**config.mk**
```make
export PLATFORM = sky130hd
export DESIGN_NAME = arb_grant_lock
export DESIGN_NICKNAME = d
export VERILOG_FILES = /design/src/rtl/arb_grant_lock.sv
export SDC_FILE = /design/constraint.sdc
export NUM_CORES = 1
export LEC_CHECK = 0
export ABC_AREA = 1
export CAP_MARGIN = 15
export CORE_MARGIN = 3
export CORE_UTILIZATION = 50
export DETAILED_ROUTE_END_ITERATION = 7
export DONT_BUFFER_PORTS = 1
export GPL_ROUTABILITY_DRIVEN = 0
export GPL_TIMING_DRIVEN = 0
export PLACE_DENSITY_LB_ADDON = 0.3
export SYNTH_ARGS = -nofsm -noshare
export SYNTH_HDL_FRONTEND = slang
export SYNTH_SLANG_ARGS = --single-unit
```
**constraint.sdc**
```tcl
create_clock -name clk -period 1.7 [get_ports clk]
set_input_delay 0.34 -clock clk [delete_from_list [all_inputs] [get_ports clk]]
set_output_delay 0.34 -clock clk [all_outputs]
set_load 0.005 [all_outputs]
```
**src/rtl/arb_grant_lock.sv**
```systemverilog
// Ownership-lock stage behind the fixed-priority arbiter: latches a one-hot
// grant into a held owner until done, request drop or hold timeout.
module arb_grant_lock #(
    parameter int N       = 4,
    parameter int IDX_W   = 2,
    parameter int TIMEOUT = 16
) (
    input  logic             clk,
    input  logic             rst,
    input  logic [N-1:0]     req,
    input  logic [N-1:0]     grant_in,
    input  logic [N-1:0]     done,
    output logic [N-1:0]     owner,
    output logic [IDX_W-1:0] owner_idx,
    output logic             busy,
    output logic             grant_pulse,
    output logic             timeout_err,
    output logic             protocol_err,
    output logic [1:0]       dbg_state
);

    localparam int CNT_W = (TIMEOUT > 2) ? $clog2(TIMEOUT) : 1;

    typedef enum logic [1:0] {
        IDLE    = 2'd0,
        LOCKED  = 2'd1,
        RELEASE = 2'd2
    } state_e;

    state_e           state_q, state_d;
    logic [N-1:0]     owner_q, owner_d;
    logic [IDX_W-1:0] idx_q, idx_d;
    logic [CNT_W-1:0] cnt_q, cnt_d;
    logic             busy_q, busy_d;
    logic             gpulse_q, gpulse_d;
    logic             terr_q, terr_d;
    logic             perr_q, perr_d;

    logic             grant_any;
    logic             grant_multi;
    logic [IDX_W-1:0] grant_enc;
    logic             own_done;
    logic             own_req;
    logic             at_limit;

    // Clearing the lowest set bit leaves a residue only when two or more bits are set.
    assign grant_any   = |grant_in;
    assign grant_multi = |(grant_in & (grant_in - N'(1)));

    always_comb begin
        grant_enc = '0;
        for (int i = 0; i < N; i++) begin
            if (grant_in[i]) grant_enc = IDX_W'(i);
        end
    end

    assign own_done = done[idx_q];
    assign own_req  = req[idx_q];
    assign at_limit = (cnt_q == CNT_W'(TIMEOUT - 1));

    always_comb begin
        state_d  = state_q;
        owner_d  = owner_q;
        idx_d    = idx_q;
        cnt_d    = cnt_q;
        busy_d   = busy_q;
        gpulse_d = 1'b0;
        terr_d   = 1'b0;
        perr_d   = 1'b0;
        case (state_q)
            IDLE: begin
                if (grant_any && grant_multi) begin
                    perr_d = 1'b1;
                end else if (grant_any) begin
                    state_d  = LOCKED;
                    owner_d  = grant_in;
                    idx_d    = grant_enc;
                    cnt_d    = '0;
                    busy_d   = 1'b1;
                    gpulse_d = 1'b1;
                end
            end
            LOCKED: begin
                cnt_d = cnt_q + CNT_W'(1);
                if (own_done || !own_req || at_limit) begin
                    state_d = RELEASE;
                    owner_d = '0;
                    idx_d   = '0;
                    busy_d  = 1'b0;
                    // Error only when the timeout alone forced the release.
                    terr_d  = at_limit && !own_done && own_req;
                end
            end
            RELEASE: begin
                state_d = IDLE;
            end
            default: begin
                state_d = IDLE;
                owner_d = '0;
                idx_d   = '0;
                busy_d  = 1'b0;
            end
        endcase
    end

    always_ff @(posedge clk or posedge rst) begin
        if (rst) begin
            state_q  <= IDLE;
            owner_q  <= '0;
            idx_q    <= '0;
            cnt_q    <= '0;
            busy_q   <= 1'b0;
            gpulse_q <= 1'b0;
            terr_q   <= 1'b0;
            perr_q   <= 1'b0;
        end else begin
            state_q  <= state_d;
            owner_q  <= owner_d;
            idx_q    <= idx_d;
            cnt_q    <= cnt_d;
            busy_q   <= busy_d;
            gpulse_q <= gpulse_d;
            terr_q   <= terr_d;
            perr_q   <= perr_d;
        end
    end

    assign owner        = owner_q;
    assign owner_idx    = idx_q;
    assign busy         = busy_q;
    assign grant_pulse  = gpulse_q;
    assign timeout_err  = terr_q;
    assign protocol_err = perr_q;
    assign dbg_state    = state_q;

endmodule

```
======== Word level (Yosys, flattened, before mapping) ========
Cells that the tools add are included.
word-level totals
  bits in registers ....................... 16
  input bits .............................. 14
  output and inout port bits .............. 12
operators by class
  $add $sub $neg .......................... 2
  $lt $le $gt $ge ......................... 1
  equality and inequality tests ........... 6
  muxes and demuxes ....................... 33
  bitwise gates (word level) .............. 2
  reductions and logical operators ........ 14
operator list
  cell                   count
  $mux W4                5
  $mux W2                8
  $mux W1                13
  $pmux W4 S3            1
  $pmux W4 S2            1
  $reduce_or A4 Y1       2
  $ne A2 B2 Y1 const B   3
  $pmux W2 S3            1
  $reduce_and A3 Y1      2
  $add A4 B1 Y4 const B  1
  $and A4 B4 Y4          1
  $bmux W1 S2            2
  $eq A4 B4 Y1 const B   1
  $pmux W2 S2            1
  $reduce_and A4 Y1      1
  $sub A4 B1 Y4 const B  1
  $logic_and A1 B1 Y1    3
  $lt A2 B3 Y1 const B   1
  $pmux W1 S3            1
  $eq A2 B1 Y1 const B   1
  $eq A2 B2 Y1 const B   1
  $logic_not A1 Y1       2
  $logic_not A2 Y1       1
  $logic_or A1 B1 Y1     2
  2 further kinds        2

======== Depth between registers and ports, before layout ========
Gate-level depths: netlist of run 1.
  depth after elaboration ................. 7
  gate-level depth with buffers ........... 8
  mapped depth without buffers ............ 8

======== Worst setup path after synthesis of run 1 ========
OpenSTA, ideal clock, no wires.
  path type ............................... register to register
  from .................................... register cnt_q[0]
  to ...................................... register idx_q[0], in the netlist owner_idx[0]
  library setup time ...................... 117 ps
  arrival time ............................ 1093 ps
  path slack .............................. 490 ps
  stages on the path, launching flop included .. 9
  clock period less this slack ............ 1210 ps
  cell sequence ........................... dfrtp_1 > ha_1 > nand3_1 > nand2_1 > clkinv_1 > nand3_4 > nand3_4 > nand2_1 > nand2_1
on the way
  word-level cells in the longest chain between the ends .. 4
RTL lines
  element                             RTL line  RTL
  start, declared                     33        logic [CNT_W-1:0] cnt_q, cnt_d;
  start signal, assigned              120       cnt_q <= cnt_d;
  $eq A4 B4 Y1                        59        assign at_limit = (cnt_q == CNT_W'(TIMEOUT - 1));
  $logic_or A1 B1 Y1                  85        if (own_done || !own_req || at_limit) begin
  $ne A2 B2 Y1 (no source line)       n/a
  $reduce_and A4 Y1 (no source line)  n/a
  end signal, assigned                119       idx_q <= idx_d;
  end, declared                       32        logic [IDX_W-1:0] idx_q, idx_d;
No other way between the ends.
A chain may end at the register's enable or synchronous reset.

======== Worst setup path in the final report of run 1 ========
Ends and elaborated chain as after synthesis.

==> results of run 1 <==
-- state kept, by name, indices dropped and copies added, names as in the netlist --
name,count
busy,1
cnt_q,4
dbg_state,2
grant_pulse,1
owner,4
owner_idx,2
protocol_err,1
timeout_err,1
-- critical path, stage by stage (launching register included) --
cell      delay [ns]
dfrtp_1         0.40
ha_1            0.20
nand3_1         0.10
nand2_1         0.07
clkinv_1        0.09
nand3_4         0.13
nand3_4         0.11
nand2_1         0.09
nand2_1         0.05
-- through the flow --
| stage | utilization [%] | hold WS [ns] | setup slack (ns) |
|---|---|---|---|
| 6_report | 57.55 | -0.0001850 | 0.3718 |
| 4_1_cts | 57.55 | 0.009910 | 0.3520 |
| 3_3_place_gp | 55.19 | 0.3194 | 0.3883 |
| 5_1_grt | 57.55 | 0.02923 | 0.1973 |
| 2_1_floorplan | - | 0.2537 | 0.4899 |
| 3_5_place_dp | 55.19 | 0.3308 | 0.3712 |
-- worst max-delay path by stage --
stage / start / endpoint / slack [ns] / depth (start not counted)
after floorplan: cnt_q[0] / owner_idx[0] / 0.49 / 8
after global placement: cnt_q[0] / owner_idx[0] / 0.39 / 8
after detailed placement: cnt_q[0] / owner_idx[1] / 0.37 / 8
after CTS: cnt_q[0] / owner_idx[1] / 0.35 / 8
after global routing: cnt_q[0] / owner_idx[0] / 0.20 / 8
final: cnt_q[0] / owner_idx[0] / 0.37 / 8
-- power breakdown --
| group | internal, W | total, W | switching (W) |
|---|---|---|---|
| Sequential | 0.000520 | 0.000652 | 0.000132 |
| Clock | 0.000130 | 0.000251 | 0.000121 |
| Combinational | 0.000169 | 0.000488 | 0.000319 |
-- routing by layer --
metal / vias up / share of wire [%] / wire [µm]
met5: - / 0 / 0
met4: 0 / 1.4 / 20
met3: 2 / 9.0 / 126
met2: 28 / 42 / 587
met1: 251 / 47 / 663
li1: 325 / - / -
-- cells in the final DEF, fill, tap and decap left out, types with 3 or more instances in the layout --
cell / n
nand3_1: 6
inv_1: 8
nor2_1: 8
nand2_1: 37
nand3_4: 3
dfrtp_1: 16
nand4_1: 3
inv_2: 6
clkbuf_4: 3
-- layout make-up --
class | count | area (µm²) | share of cell area [%]
Inverter | 15 | 56.30 | 6.347
Clock buffer | 4 | 36.28 | 4.090
Multi-Input combinational cell | 71 | 374.1 | 42.17
Sequential cell | 16 | 400.4 | 45.13
Tap cell | 16 | 20.02 | 2.257
-- cell families after synthesis --
kind of cell,Yosys count,synth area share (%)
and+or+nand+nor,64,39.46
DFF,16,48.19
xor gates and xnor gates,1,1.054
adders and majority gates,1,1.506
AOI/OAI and AO/OA,5,3.012
buffers and inverters,15,6.777
==> metrics.cfg, run 1 <==
[logic_synthesis]
synth_cells = 102
yosysWarnings = 0
synth_edf_count = 0
synth_most_common_cell = nand2_1
syn_avg_cell_area_um2 = 8.145
synth_area_um2 = 830.8
synth_area_leader_cell = dfrtp_1
synth.distinct_cells = 19
yosysTopAreaCellShare_pct = 48.19
syn-num-nets = 117
seq_area_frac_synth_pct = 48.19
synth_common_cells = nand2_1, dfrtp_1, inv_1, nor2_1
async_flop_share_pct = 100.0
ys_seq_elements = 16
synthFlopType = dfrtp_1
synthTopCellsByArea = dfrtp_1, nand2_1, nand3_4

[global_routing]
grt_busiest_layer = met2
grt_max_degree = 17
grt_antenna_before_repair = 0
grt_pass1_vias = 533
use_met3_pct = 6.130
grtUsageMet1_pct = 20.90
grtUsageTotal_pct = 15.72
grt_first_pass_wirelength_um = 2304
met2_usage_pct = 21.14
overflow = 0

[sta]
fin_crit_ns = 1.328
worstMarginPinSlew_ns = 0.6046
hold_violations = 1
finalClockSkew_ns = 0.003764
fmax_mhz = 752.9
slew_viol_final = 0
rsz0062_at_grt = no
slew_headroom_pct = 59.65
setup-violations-final = 0
tns_ns = 0
fin_crit_sh_pct = 78.13
fin_hold_ws_ns = -0.0001850

[route]
vias = 606
drt_iter0_markers = 7
wirelength_um = 1398
viasPerCell = 4.967
route.detailed.drc = 0
wl_per_cell_um = 11.46
ant_nets = 0
dr.pass1.iters = 4

[placement]
dpl.hpwl_um = 1088
port_buffers = 0
placed_area_um2 = 850.8
dp_cells = 118

[run_status]
status = finished, violations left
violations = negative hold slack

[clocking]
hold_buffers = 0
clk_latency_ns = 0.28
cts_resized = 0
root_buffer = clkbuf_4
post_cts_buffers = 0
clock-sinks = 16
clkTransAtPathRegs_ns = 0.10
cts_buffers = 3
htreeDepth = 1
cts_tree = done
clk_path_buf_depth = 2

[power]
p_per_area_mw_per_mm2 = 1568
finalPower_w = 0.001391
peakVddDrop_uv = 643.5
leakage_nw = 0.4766

[setup_path]
crit_fanout = 7
r2r-start = cnt_q[0]
crit_path_start_kind = flop
r2r_setup_slack_ns = 0.37
reg2reg_to = owner_idx[0]
reg2regPathDepth = 8
crit_required_ns = 1.88
cp-end-kind = flop
crit_type = reg2reg
crit_arrival_ns = 1.51

[floorplanning]
pin_count = 26
initial_core_util_pct = 53.90
rows = 14
design.core.area_mm2 = 0.001541
die_area_mm2 = 0.002187
die-width_um = 46.76
die_h_um = 46.76

[final_layout]
fin_nets = 122
drive_above_1_share_pct = 17.92
post-route-cell-area_um2 = 887.1
fill_cells = 143
area_growth_pct = 6.777
fin_cells = 122
antennaDiodeCount = 0

[flow_run]
drv_cap = 0

[min_path]
hp-class = in2async

No activity file was read; power rests on OpenSTA's default activity.
==> run 2: changes to the inputs <==
Clock period 1.7 ns to 1.35 ns, I/O delays scaled along.
==> metrics.cfg, run 2 (synthesis gave the netlist of run 1 again) <==
[route]
wl_per_cell_um = 12.27
vias = 649
wirelength_um = 1558
route.detailed.drc = 0
viasPerCell = 5.110
drt_iter0_markers = 10
dr.pass1.iters = 5
ant_nets = 0

[sta]
worst_slack_ns = 0.07599
fin_crit_sh_pct = 94.37
slew_headroom_pct = 59.72
fin_crit_ns = 1.274
fmax_mhz = 784.9
tns_ns = 0
worstMarginPinSlew_ns = 0.6035
finalClockSkew_ns = 0.001450
setup-violations-final = 0
slew_viol_final = 0
hold_violations = 0

[final_layout]
layout_common_cells = nand2_1, dfrtp_1, nor2_1, inv_1, inv_2
fill_cells = 132
fin_nets = 127
multi_input_area_um2 = 404.1
seqCellArea_um2 = 401.6
final_common_cell = nand2_1
area_growth_pct = 15.81
antennaDiodeCount = 0
drive_above_1_share_pct = 26.13

[setup_path]
crit_fanout = 4
crit_type = reg2reg
crit_required_ns = 1.55
startpoint = cnt_q[1]
crit_arrival_ns = 1.47
cp-end-kind = flop
reg2reg_to = owner[1]
path_delay_family = flip-flops
reg2regPathDepth = 8
crit_path_start_kind = flop
r2r-start = cnt_q[1]
cp_slowest_cell = dfrtp_1
path_buf_inv = 2
crit_path_cell_trace = ha_4 > nand3_2 > nand2_1 > inv_2 > nand3_4 > buf_6 > nand4_1 > nand2_1
r2r_setup_slack_ns = 0.08
slowest_delay_ns = 0.44
cp_common_cell = nand2_1

[clocking]
clock-sinks = 16
root_buffer = clkbuf_4
cts_buffers = 3
htreeDepth = 1
clkTransAtPathRegs_ns = 0.09
clk_latency_ns = 0.29
cts_tree = done
clk_path_buf_depth = 2

[global_routing]
grt_max_degree = 17
grtUsageMet1_pct = 20.90
use_met3_pct = 6.130
met2_usage_pct = 21.14
grtUsageTotal_pct = 15.72
grt_busiest_layer = met2
grt_first_pass_wirelength_um = 2304
grt_antenna_before_repair = 0
overflow = 0
grt_pass1_vias = 533

[power]
sequentialPowerShare_pct = 44.9
p_comb_share_pct = 38.0
intPower_w = 0.001102
p_per_area_mw_per_mm2 = 1964
p_switching_w = 0.0007885
clkPwrFrac_pct = 17.1
leakage_nw = 0.5090
p_sw_share_pct = 41.72
peakVddDrop_uv = 830.5

[placement]
dpl.hpwl_um = 1088
port_buffers = 0
place_ws_ns = 0.02119

[flow_run]
drv_cap = 0

[floorplanning]
initial_core_util_pct = 53.90
design.core.area_mm2 = 0.001541
pin_count = 26
die-width_um = 46.76
die_h_um = 46.76
die_area_mm2 = 0.002187
rows = 14

[min_path]
hold_depth = 2
hp-class = in2reg
hold_start = grant_in[2]
worst_hold_path.endpoint = owner[2]

[run_status]
status = finished, final reports clean

==> run 2: per-layer routing <==
metal,wire (µm),up-vias
met4,41,0
met3,136,4
met5,0,-
li1,-,338
met2,665,28
met1,715,279
==> run 2: stage by stage <==
stage,util [%],instances,instance area (µm²),hold slack [ns],power (W)
5_1_grt,62.42,127,962.2,0.07846,0.002071
6_report,62.42,127,962.2,0.08544,0.001890
4_1_cts,58.20,123,897.1,0.08951,0.001780
3_5_place_dp,55.19,118,850.8,0.2608,0.001460
2_1_floorplan,-,102,830.8,0.1837,0.001329
3_3_place_gp,55.19,118,850.8,0.2494,0.001438
==> run 2: worst max-delay path by stage <==
stage	slack (ns)	cells after the start	to
after floorplan	0.14	8	owner_idx[0]
after global placement	0.04	8	owner_idx[0]
after detailed placement	0.02	8	owner_idx[1]
after CTS	0.002	8	owner_idx[1]
after global routing	-0.003	8	owner[3]
final	0.08	8	owner[1]
==> run 2: power groups by stage <==
| stage | clock network [W] | logic [W] | registers, W |
|---|---|---|---|
| floorplan | 0 | 0.000533 | 0.000796 |
| global route | 0.000361 | 0.000836 | 0.000874 |
| finish | 0.000324 | 0.000718 | 0.000848 |
| global placement | 0 | 0.000606 | 0.000832 |
| CTS | 0.000326 | 0.000628 | 0.000826 |
| detailed placement | 0 | 0.000623 | 0.000837 |
==> run 2: timing repair <==
item	CTS	global route
resized for setup	0	9
setup endpoints to repair	0	7
hold buffers	1	0
endpoints found under the hold margin	16	0
setup buffers	0	4
==> run 2: area by class of cell <==
class / instances / share of cell area, %
repair buffers: 5 / 4.551
multi-input cells: 71 / 42.00
well taps: 16 / 2.081
clock buffers: 4 / 3.771
flip-flops and latches: 16 / 41.74
inverters: 15 / 5.852
